==> src/rtl/out_capture_fifo.sv <==
// Captures each change of the processor result bus into a show-ahead FIFO, with drop accounting.
// Latency: a value sampled on edge N is presented on m_data/m_valid right after edge N.
// Backpressure: valid/ready drain; when full without a concurrent pop, new samples are dropped and counted.
module sync_fifo #(
    parameter int DATA_W = 32,
    parameter int DEPTH  = 16,
    parameter int ADDR_W = 4
) (
    input  logic              clk,
    input  logic              rst,
    input  logic              push_vld,
    input  logic [DATA_W-1:0] push_dat,
    input  logic              pop_rdy,
    output logic              pop_vld,
    output logic [DATA_W-1:0] pop_dat,
    output logic [ADDR_W:0]   cnt,
    output logic              full
);
    localparam logic [ADDR_W:0] DEPTH_C = (ADDR_W+1)'(DEPTH);

    logic [DATA_W-1:0] mem [DEPTH];
    logic [ADDR_W-1:0] rd_ptr;
    logic [ADDR_W-1:0] wr_ptr;
    logic              pop_en;

    assign pop_vld = (cnt != '0);
    assign full    = (cnt == DEPTH_C);
    assign pop_en  = pop_vld && pop_rdy;
    // Storage is never cleared, so the head is masked while empty.
    assign pop_dat = pop_vld ? mem[rd_ptr] : '0;

    always_ff @(posedge clk) begin
        if (!rst && push_vld)
            mem[wr_ptr] <= push_dat;
    end

    always_ff @(posedge clk) begin
        if (rst) begin
            rd_ptr <= '0;
            wr_ptr <= '0;
            cnt    <= '0;
        end else begin
            if (push_vld)
                wr_ptr <= wr_ptr + 1'b1;
            if (pop_en)
                rd_ptr <= rd_ptr + 1'b1;
            case ({push_vld, pop_en})
                2'b10:   cnt <= cnt + 1'b1;
                2'b01:   cnt <= cnt - 1'b1;
                default: cnt <= cnt;
            endcase
        end
    end
endmodule

module out_capture_fifo #(
    parameter int DATA_W = 32,
    parameter int DEPTH  = 16,
    parameter int ADDR_W = 4,
    parameter int CNT_W  = 16
) (
    input  logic              clk,
    input  logic              rst,
    input  logic [DATA_W-1:0] cpu_out,
    input  logic              cap_en,
    output logic [DATA_W-1:0] m_data,
    output logic              m_valid,
    input  logic              m_ready,
    output logic [ADDR_W:0]   count,
    output logic              full,
    output logic              overflow,
    output logic [CNT_W-1:0]  drop_cnt,
    output logic              first_seen
);
    logic [DATA_W-1:0] last_val;
    logic              sample;
    logic              pop;
    logic              push;
    logic              drop;

    assign sample = cap_en && (!first_seen || (cpu_out != last_val));
    assign pop    = m_valid && m_ready;
    // A concurrent pop frees the slot, so a full FIFO can still accept.
    assign push   = sample && (!full || pop);
    assign drop   = sample && full && !pop;

    sync_fifo #(
        .DATA_W (DATA_W),
        .DEPTH  (DEPTH),
        .ADDR_W (ADDR_W)
    ) u_fifo (
        .clk      (clk),
        .rst      (rst),
        .push_vld (push),
        .push_dat (cpu_out),
        .pop_rdy  (m_ready),
        .pop_vld  (m_valid),
        .pop_dat  (m_data),
        .cnt      (count),
        .full     (full)
    );

    always_ff @(posedge clk) begin
        if (rst) begin
            last_val   <= '0;
            first_seen <= 1'b0;
            overflow   <= 1'b0;
            drop_cnt   <= '0;
        end else begin
            // last_val tracks every sample, dropped or not, so a held value drops only once.
            if (sample) begin
                last_val   <= cpu_out;
                first_seen <= 1'b1;
            end
            if (drop) begin
                overflow <= 1'b1;
                if (drop_cnt != '1)
                    drop_cnt <= drop_cnt + 1'b1;
            end
        end
    end
endmodule

==> config.mk <==
export PLATFORM = sky130hd
export DESIGN_NAME = out_capture_fifo
export DESIGN_NICKNAME = d
export VERILOG_FILES = /design/src/rtl/out_capture_fifo.sv
export SDC_FILE = /design/constraint.sdc
export NUM_CORES = 1
export LEC_CHECK = 0
export CAP_MARGIN = 20
export CORE_UTILIZATION = 45
export CTS_CLUSTER_DIAMETER = 150
export DETAILED_ROUTE_END_ITERATION = 10
export PLACE_DENSITY = 0.61
export SLEW_MARGIN = 10
export SYNTH_ARGS = -nofsm -noshare
export SYNTH_HDL_FRONTEND = slang
export SYNTH_SLANG_ARGS = --single-unit
export TNS_END_PERCENT = 20
==> constraint.sdc <==
create_clock -name clk -period 5.26 [get_ports clk]
set_input_delay 0.526 -clock clk [delete_from_list [all_inputs] [get_ports clk]]
set_output_delay 0.526 -clock clk [all_outputs]
set_load 0.005 [all_outputs]
### Word-level counts from Yosys, hierarchy flattened

Memory sizes are Yosys's and may differ from the RTL's. A register that Yosys moved wholly into a read port is not among the register bits.
Cells that the tools add are included.

| storage, ports and cells | value |
|---|---|
| flip-flop bits (word level) | 63 |
| bits in writable memories | 512 |
| bits of input ports | 36 |
| output and inout port bits | 57 |
| memories kept | 1 |

| operators by class | value |
|---|---|
| $add $sub $neg | 5 |
| eq/ne operators | 5 |
| multiplexer cells | 6 |
| reductions and logical operators | 15 |

Memories:

| memory | words | bits a word | read ports | clocked after memory_dff | wr ports | line | source |
|---|---|---|---|---|---|---|---|
| u_fifo.mem | 16 | 32 | 1 | 1 | 1 | 21 | `logic [DATA_W-1:0] mem [DEPTH];` |

Operators by type and width:

| kind | number |
|---|---|
| $mux 32 | 1 |
| $ne 32x32->1 | 1 |
| $add 16x1->16 const B | 1 |
| $ne 16x16->1 const B | 1 |
| $pmux 5 s2 | 1 |
| $add 4x1->4 const B | 2 |
| $mux 4 | 2 |
| $logic_and 1x1->1 | 6 |
| $add 5x1->5 const B | 1 |
| $eq 5x5->1 const B | 1 |
| $reduce_bool 5->1 | 1 |
| $sub 5x1->5 const B | 1 |
| $logic_not 1->1 | 4 |
| $eq 2x1->1 const B | 1 |
| $eq 2x2->1 const B | 1 |
| $logic_or 1x1->1 | 2 |
| $mux 1 | 2 |
| $reduce_and 2->1 | 1 |
| $reduce_bool 2->1 | 1 |

### Logic depth before layout (Yosys ltp)

Gate-level depths: netlist of the first run.

| logic depth | value |
|---|---|
| depth in word-level cells | 7 |
| mapped depth | 15 |

### Hierarchy

From an unflattened synthesis of the first run, not the netlist that was laid out.

| second synthesis, totals | value |
|---|---|
| cell total of the unflattened synthesis | 1,168 |
| area, all modules | 23,337.4 sq um |

By module, submodules not included:

| module | times used | cells an instance | area an instance (sq um) | sequential area each (sq um) |
|---|---|---|---|---|
| sync_fifo | 1 | 900 | 20,857.5 | 15,715.1 |
| out_capture_fifo | 1 | 268 | 2,479.9 | 1,001.0 |

### Worst setup path before layout of the first run

No wires, ideal clock.

| path | value |
|---|---|
| path type | input port to flip-flop |
| from | in cpu_out[13] |
| to | mem u_fifo.mem[0][0], enable pin |
| arrival time | 3.070 ns |
| required time | 4.839 ns |
| setup slack | 1.769 ns |
| stages on the path | 8 |
| cell sequence | xnor2_1 and4_1 nand4_2 o31a_1 buf_2 clkbuf_1 nand3_1 nor2_1 |

| on the way | value |
|---|---|
| cells in the longest elaborated chain, start to end | 7 |

Ends and longest elaborated chain:

| what | line | source |
|---|---|---|
| start: declaration | 64 | `input logic [DATA_W-1:0] cpu_out,` |
| $ne 32x32->1 | 81 | `assign sample = cap_en && (!first_seen \|\| (cpu_out != last_val));` |
| $logic_or 1x1->1 | 81 |  |
| $logic_and 1x1->1 | 81 |  |
| $logic_and 1x1->1 | 84 | `assign push = sample && (!full \|\| pop);` |
| $logic_and 1x1->1 | 33 | `if (!rst && push_vld)` |
| $mux 1 | 33 |  |
| $mux 1 (not written as such) | 34 | `mem[wr_ptr] <= push_dat;` |
| end: declaration | 21 |  |

No other way between the ends.

==> reports/summary.txt, run 1 <==
Sequential area share after synthesis = 73.3%
Total track usage = 20.3%
Post-synth cell types = 47
First-pass GRT wire length = 75500 um
# IOs = 93
Mapped cell area = 22800 sq um
CTS tree = done
Register area = 16700 sq um
Layout Skew = 13.1 ps
Commonest non-fill, non-tap cells in the layout = edfxtp_1 (512), mux4_2 (160), clkdlybuf4s50_1 (91), dfxtp_1 (63), clkbuf_16 (59)
Core area = 50100 sq um
Clk buf depth = 3
Switch share = 23.5%
WP data required = 4730 ps
Final setup vio count = 0
Worst Reg-to-Reg Cells = 11
CTS Hold Bufs = 0
Final Power = 11.2 mW
Crit start category = flip-flop
Slew headroom = 38.9%
Area of the multi-input gates = 5930 sq um
Clk slew on worst S/H paths = 60 ps
Final Hold Viols = 0
Final WL = 50300 um
Pwr Density = 416 nW/um^2
Asr flop ratio synth = 0%
Starting Density = 45.5%
Syn Area/Cell = 20.3 sq um
Power share of the combinational group = 16.7%
Congestion Overflow GR = 0
Vias in the first global route = 11500
Top_reg_cell synth = edfxtp_1
Period utilization = 79.2%
Post_cts resized = 0
Largest net degree at the start of global routing = 55
Flop pwr share = 46.5%
GPL Wtd Cong = 0.793
Cts bufs inserted = 58
Layout cells sized above 1 = 25.9%
Yosys warnings = 0
Hold WS = 397 ps
Min cycle time layout = 4170 ps
Die ar. = 51600 sq um
Die Y = 227 um
Max-cap violations = 0
Nets = 1319
Worst Max-Slew Pin Slew = 916 ps
Initial antenna violation count = 0
Crit path kind = reg2out
Cell Int Power = 8.56 mW
Setup TNS = 0 ps
PortBufs = 92
Initial DRC count = 923
DRC errors left = 0
Worst-path fanout max = 39
CTS Sinks = 579
HPWL after detailed placement = 29100 um
1st-pass router iterations = 5
Row cnt = 82
Ant. Diodes = 0
Post-CTS setup buffers = 0
Compound-Gate Fraction of Synth Area = 1.13%
Die Wd = 227 um
Pre-CTS WS = 902 ps
Largest family of logic cells by synthesized area = multiplexers
Clock share of power = 36.8%
Post-synthesis mux area share = 17.6%
Xor and xnor area share after synthesis = 1.50%
WHS Path Cells = 2
Adder-Cell Fraction of Synth Area = 0.637%
P&R area growth vs syn = 18.1%
Yosys reg bits = 579
Via count = 11200
Clock insertion delay at the later pin of the skew report = 610 ps
Commonest non-fill, non-tap cell in the layout = edfxtp_1
Htree depth = 2
Simple logic cell fraction of the synthesized area = 4.65%
Cells after synthesis = 1121
Psw = 2.64 mW
RSZ-0062 raised after global routing = no
Status = finished, final reports clean
WL/cell = 25.3 um
FILL cells = 3936
Routed Antenna Nets = 0
Clock root cell = clkbuf_16
Static leakage = 8.53 nW
Vias per cell = 5.62
Final worst slack = 1090 ps
Syn_nets = 1168
Crit path DAT = 3640 ps
Post-synth EDFFs = 512
Maximum VDD drop = 549 uV
Peak Freq = 240 MHz
Pins Over Slew Limit = 0
Hold Path Class = in2reg
Critical Path End Type = primary output
-- power groups by stage --
stage               Combinational [mW]  Clock (mW)  Sequential, mW
CTS                               1.92        4.19            5.21
finish                            1.88        4.12            5.20
detailed placement                1.92           0            5.31
global placement                  1.90           0            5.30
global route                      2.03        4.36            5.22
floorplan                         1.14           0            5.21
-- logic make-up (layout without fill, tap and decap cells) --
kind of cell	after synthesis	in the layout
adder cells (fa/ha/maj)	11	11
AND/OR/NAND/NOR	190	190
flip-flops	579	579
XOR/XNOR	39	39
AO/OA/AOI/OAI	42	42
multiplexers	199	199
buffers and inverters	61	258
-- final timing paths --
path / from / slack [ps] / end
setup / recovery: flip-flop / 1090 / m_data[2]
hold / removal: rst / 400 / last_val[5]
setup reg to reg: u_fifo.cnt[0] / 1940 / u_fifo.cnt[4]
hold reg to reg: last_val[5] / 520 / last_val[5]
-- sequential cells by signal (all words and copies together), names as in the netlist, named ones only --
name and cells:
u_fifo.mem 512, drop_cnt 16, u_fifo.wr_ptr 4, u_fifo.rd_ptr 4
u_fifo.cnt 5, last_val 32, first_seen 1, overflow 1
-- metrics by stage --
| step | instance area [sq um] | util (%) | cells |
|---|---|---|---|
| final | 26900 | 53.7 | 1990 |
| after global routing | 26900 | 53.7 | 1990 |
| after CTS | 26900 | 53.7 | 1990 |
| after detailed placement | 25000 | 49.9 | 1884 |
| after global placement | 25000 | 49.9 | 1884 |
| after floorplan | 22800 | - | 1121 |
-- final cells by class --
class | instances | share of cell area [%]
Sequential cell | 579 | 62.2
Clock buffer | 73 | 5.90
Clock inverter | 33 | 1.19
Multi-Input combinational cell | 481 | 22.0
Inverter | 3 | 0.0418
Timing Repair Buffer | 149 | 5.55
Tap cell | 672 | 3.12
-- synthesized netlist by cell type (3+ instances only) --
cell type,instances,area (sq um)
edfxtp_1,512,15400
mux4_2,160,3600
nor2_1,70,263
dfxtp_1,67,1340
and2_1,36,225
mux2i_1,34,340
xor2_1,32,280
clkbuf_1,29,109
a21oi_1,21,105
buf_2,20,100
nand3_1,16,80.1
nand2_1,12,45.0
ha_1,10,125
o21ai_0,9,45.0
or3_1,8,50.1
buf_1,7,26.3
xnor2_1,7,61.3
nand4_1,6,37.5
nor4_1,6,37.5
o31ai_1,6,45.0
nor2b_1,5,31.3
or4_1,5,37.5
and3_1,4,25.0
nor4_2,4,50.1
inv_1,3,11.3
mux2_2,3,33.8
-- critical path, cell delays in order (launching register included) --
cell             delay (ps)
dfxtp_4                 940
buf_12                  320
mux4_2                  570
mux4_2                  500
and2_1                  180
clkdlybuf4s50_1         460
-- metal layers --
layer	track usage, %	wire [um]	up-vias
li1	-	-	4873
met5	0	0	-
met1	29.5	22700	5938
met2	31.6	23900	293
met4	5.87	1090	0
met3	3.73	2630	73
Power figures use the tool's default switching activity.
==> run 2, diff against run 1 <==
- clock period: 5.26 -> 4.32 ns (I/O delays scaled with it)
==> run 2 against run 1 <==
Against the previous run:
- non-clock buffer count rose by 18
- largest cell class unchanged
- die area is the same
- clock power increased by 22%
- largest power group unchanged
- via count grew 0.98%
- combinational power grew 24%
==> reports/summary.txt, run 2 (same netlist as run 1, synthesis figures left out) <==
Clock insertion delay at the later pin of the skew report = 620 ps (about the same)
Clock share of power = 36.7% (about the same)
Peak Freq = 261 MHz
Status = finished, final reports clean
Max reg flops = 512 (unchanged)
Layout Skew = 21.8 ps (+8.70 ps)
DRC errors left = 0 (unchanged)
Final Hold Viols = 0 (unchanged)
Worst Reg-to-Reg Cells = 13 (+2)
Clk slew on worst S/H paths = 60 ps (about the same)
First-pass GRT wire length = 78100 um (+3.4%)
Hold WS = 245 ps (-152 ps)
Final std cells w/o fill = 2013 (+1.2%)
Vias in the first global route = 11700 (+1.4%)
Htree depth = 2 (unchanged)
Switch share = 23.8% (+0.23 points)
Core area = 50100 sq um (unchanged)
1st-pass router iterations = 5 (unchanged)
Clk buf depth = 3 (unchanged)
Row cnt = 82 (unchanged)
Routed Antenna Nets = 0 (unchanged)
Critical Path End Type = primary output
CTS Sinks = 579 (unchanged)
Ant. Diodes = 0 (unchanged)
Psw = 3.25 mW (+23%)
Pins Over Slew Limit = 0 (unchanged)
Worst R2R Start = last_val[8]
CTS tree = done
Min cycle time layout = 3830 ps
Finished Core Util = 54.2% (+0.43 points)
Clock root cell = clkbuf_16
Nets = 1338 (+1.4%)
Commonest non-fill, non-tap cell in the layout = edfxtp_1
Worst Hold Launch = rst
WL/cell = 26.2 um (+3.6%)
Largest net degree at the start of global routing = 67 (+22%)
Placed Instances = 1902 (+0.96%)
Slew headroom = 35.1% (-3.8 points)
Max-cap violations = 0 (unchanged)
Worst Max-Slew Pin Slew = 971 ps (+54.8 ps)
Power share of the combinational group = 17.1% (+0.4 points)
Cts bufs inserted = 59 (+1.7%)
P&R area growth vs syn = 19.0%
Largest reg by FF count = u_fifo.mem
Post-CTS setup buffers = 0 (unchanged)
Maximum VDD drop = 683 uV (+24%)
WP data required = 3890 ps (-840 ps)
Die Y = 227 um (unchanged)
Die ar. = 51600 sq um (unchanged)
RSZ-0062 raised after global routing = no
Pwr Density = 504 nW/um^2 (+21%)
Crit start category = flip-flop
CTS Hold Bufs = 0 (unchanged)
Commonest non-fill, non-tap cells in the layout = edfxtp_1 (512), mux4_2 (160), clkdlybuf4s50_1 (91), dfxtp_1 (63), clkbuf_16 (59)
WHS Path Cells = 3 (+1)
Worst R2R End = u_fifo.cnt[4]
Initial DRC count = 870 (-5.7%)
HPWL after detailed placement = 30800 um (+6.0%)
Final WL = 52700 um (+4.8%)
Hold path endpoint = u_fifo.wr_ptr[2]
Final setup vio count = 0 (unchanged)
Final worst slack = 495 ps (-598 ps)
Final instance area = 27100 sq um (+0.80%)
Layout cells sized above 1 = 26.9% (+0.97 points)
PortBufs = 92 (unchanged)
Congestion Overflow GR = 0 (unchanged)
Crit path kind = reg2out
Top Registers = u_fifo.mem x512, last_val x32, drop_cnt x16
Die Wd = 227 um (unchanged)
Via count = 11300 (+0.98%)
Period utilization = 88.5%
Initial antenna violation count = 0 (unchanged)
Worst-path fanout max = 35 (-10%)
Vias per cell = 5.61 (-0.17%)
Cell Int Power = 10.4 mW (+22%)
Post-DP Area = 25200 sq um (+0.84%)
Flop pwr share = 46.2% (-0.3 points)
Pre-CTS WS = 214 ps (-688 ps)
Hold Path Class = in2reg
Final Power = 13.7 mW (+22%)
Crit path DAT = 3390 ps (-250 ps)
GPL Wtd Cong = 0.755 (-4.8%)
Setup TNS = 0 ps (unchanged)
# IOs = 93 (unchanged)
Total track usage = 21.3% (+0.97 points)
Post_cts resized = 0 (unchanged)
Starting Density = 45.5% (unchanged)
Reg2reg setup slack = 960 ps (-980 ps)
Static leakage = 8.64 nW (+1.3%)
-- run 2: layer usage --
metal | wire [um] | part of all wire (%) | global-route usage (%) | up-vias
met4 | 981 | 1.9 | 4.91 | 0
met1 | 22900 | 43 | 30.0 | 5953
met5 | 0 | 0 | 0 | -
met3 | 3230 | 6.1 | 4.47 | 71
met2 | 25600 | 49 | 34.3 | 338
li1 | - | - | - | 4925
-- run 2: worst max-delay path by stage --
stage                            from               end  slack (ps)  cells past startpoint
after floorplan           cpu_out[13]  u_fifo.mem[0][0]         920                      8
after global placement    cpu_out[17]     u_fifo.cnt[4]         240                     13
after detailed placement  cpu_out[17]     u_fifo.cnt[4]         210                     13
after CTS                   flip-flop        m_data[18]         390                      5
after global routing        flip-flop        m_data[18]         320                      5
final                       flip-flop        m_data[18]         490                      5
-- run 2: power by group through the flow --
stage | Clock, mW | Combinational [mW] | Sequential (mW)
6_report | 5.01 | 2.34 | 6.31
5_1_grt | 5.31 | 2.54 | 6.33
4_1_cts | 5.09 | 2.41 | 6.32
3_5_place_dp | 0 | 2.39 | 6.43
3_3_place_gp | 0 | 2.40 | 6.43
2_1_floorplan | 0 | 1.39 | 6.34
-- run 2: cell type report --
cell class / count / area (sq um)
Clock buffer: 88 / 1680
Clock inverter: 23 / 239
Fill cell: 3979 / 22900
Inverter: 3 / 11.3
Multi-Input combinational cell: 481 / 5930
Sequential cell: 579 / 16700
Tap cell: 672 / 841
Timing Repair Buffer: 167 / 1700
-- run 2: critical path, stage by stage, from the launching register on --
cell	delay, ps
dfxtp_4	690
buf_12	350
mux4_2	550
mux4_2	540
and2_1	180
clkdlybuf4s50_1	440
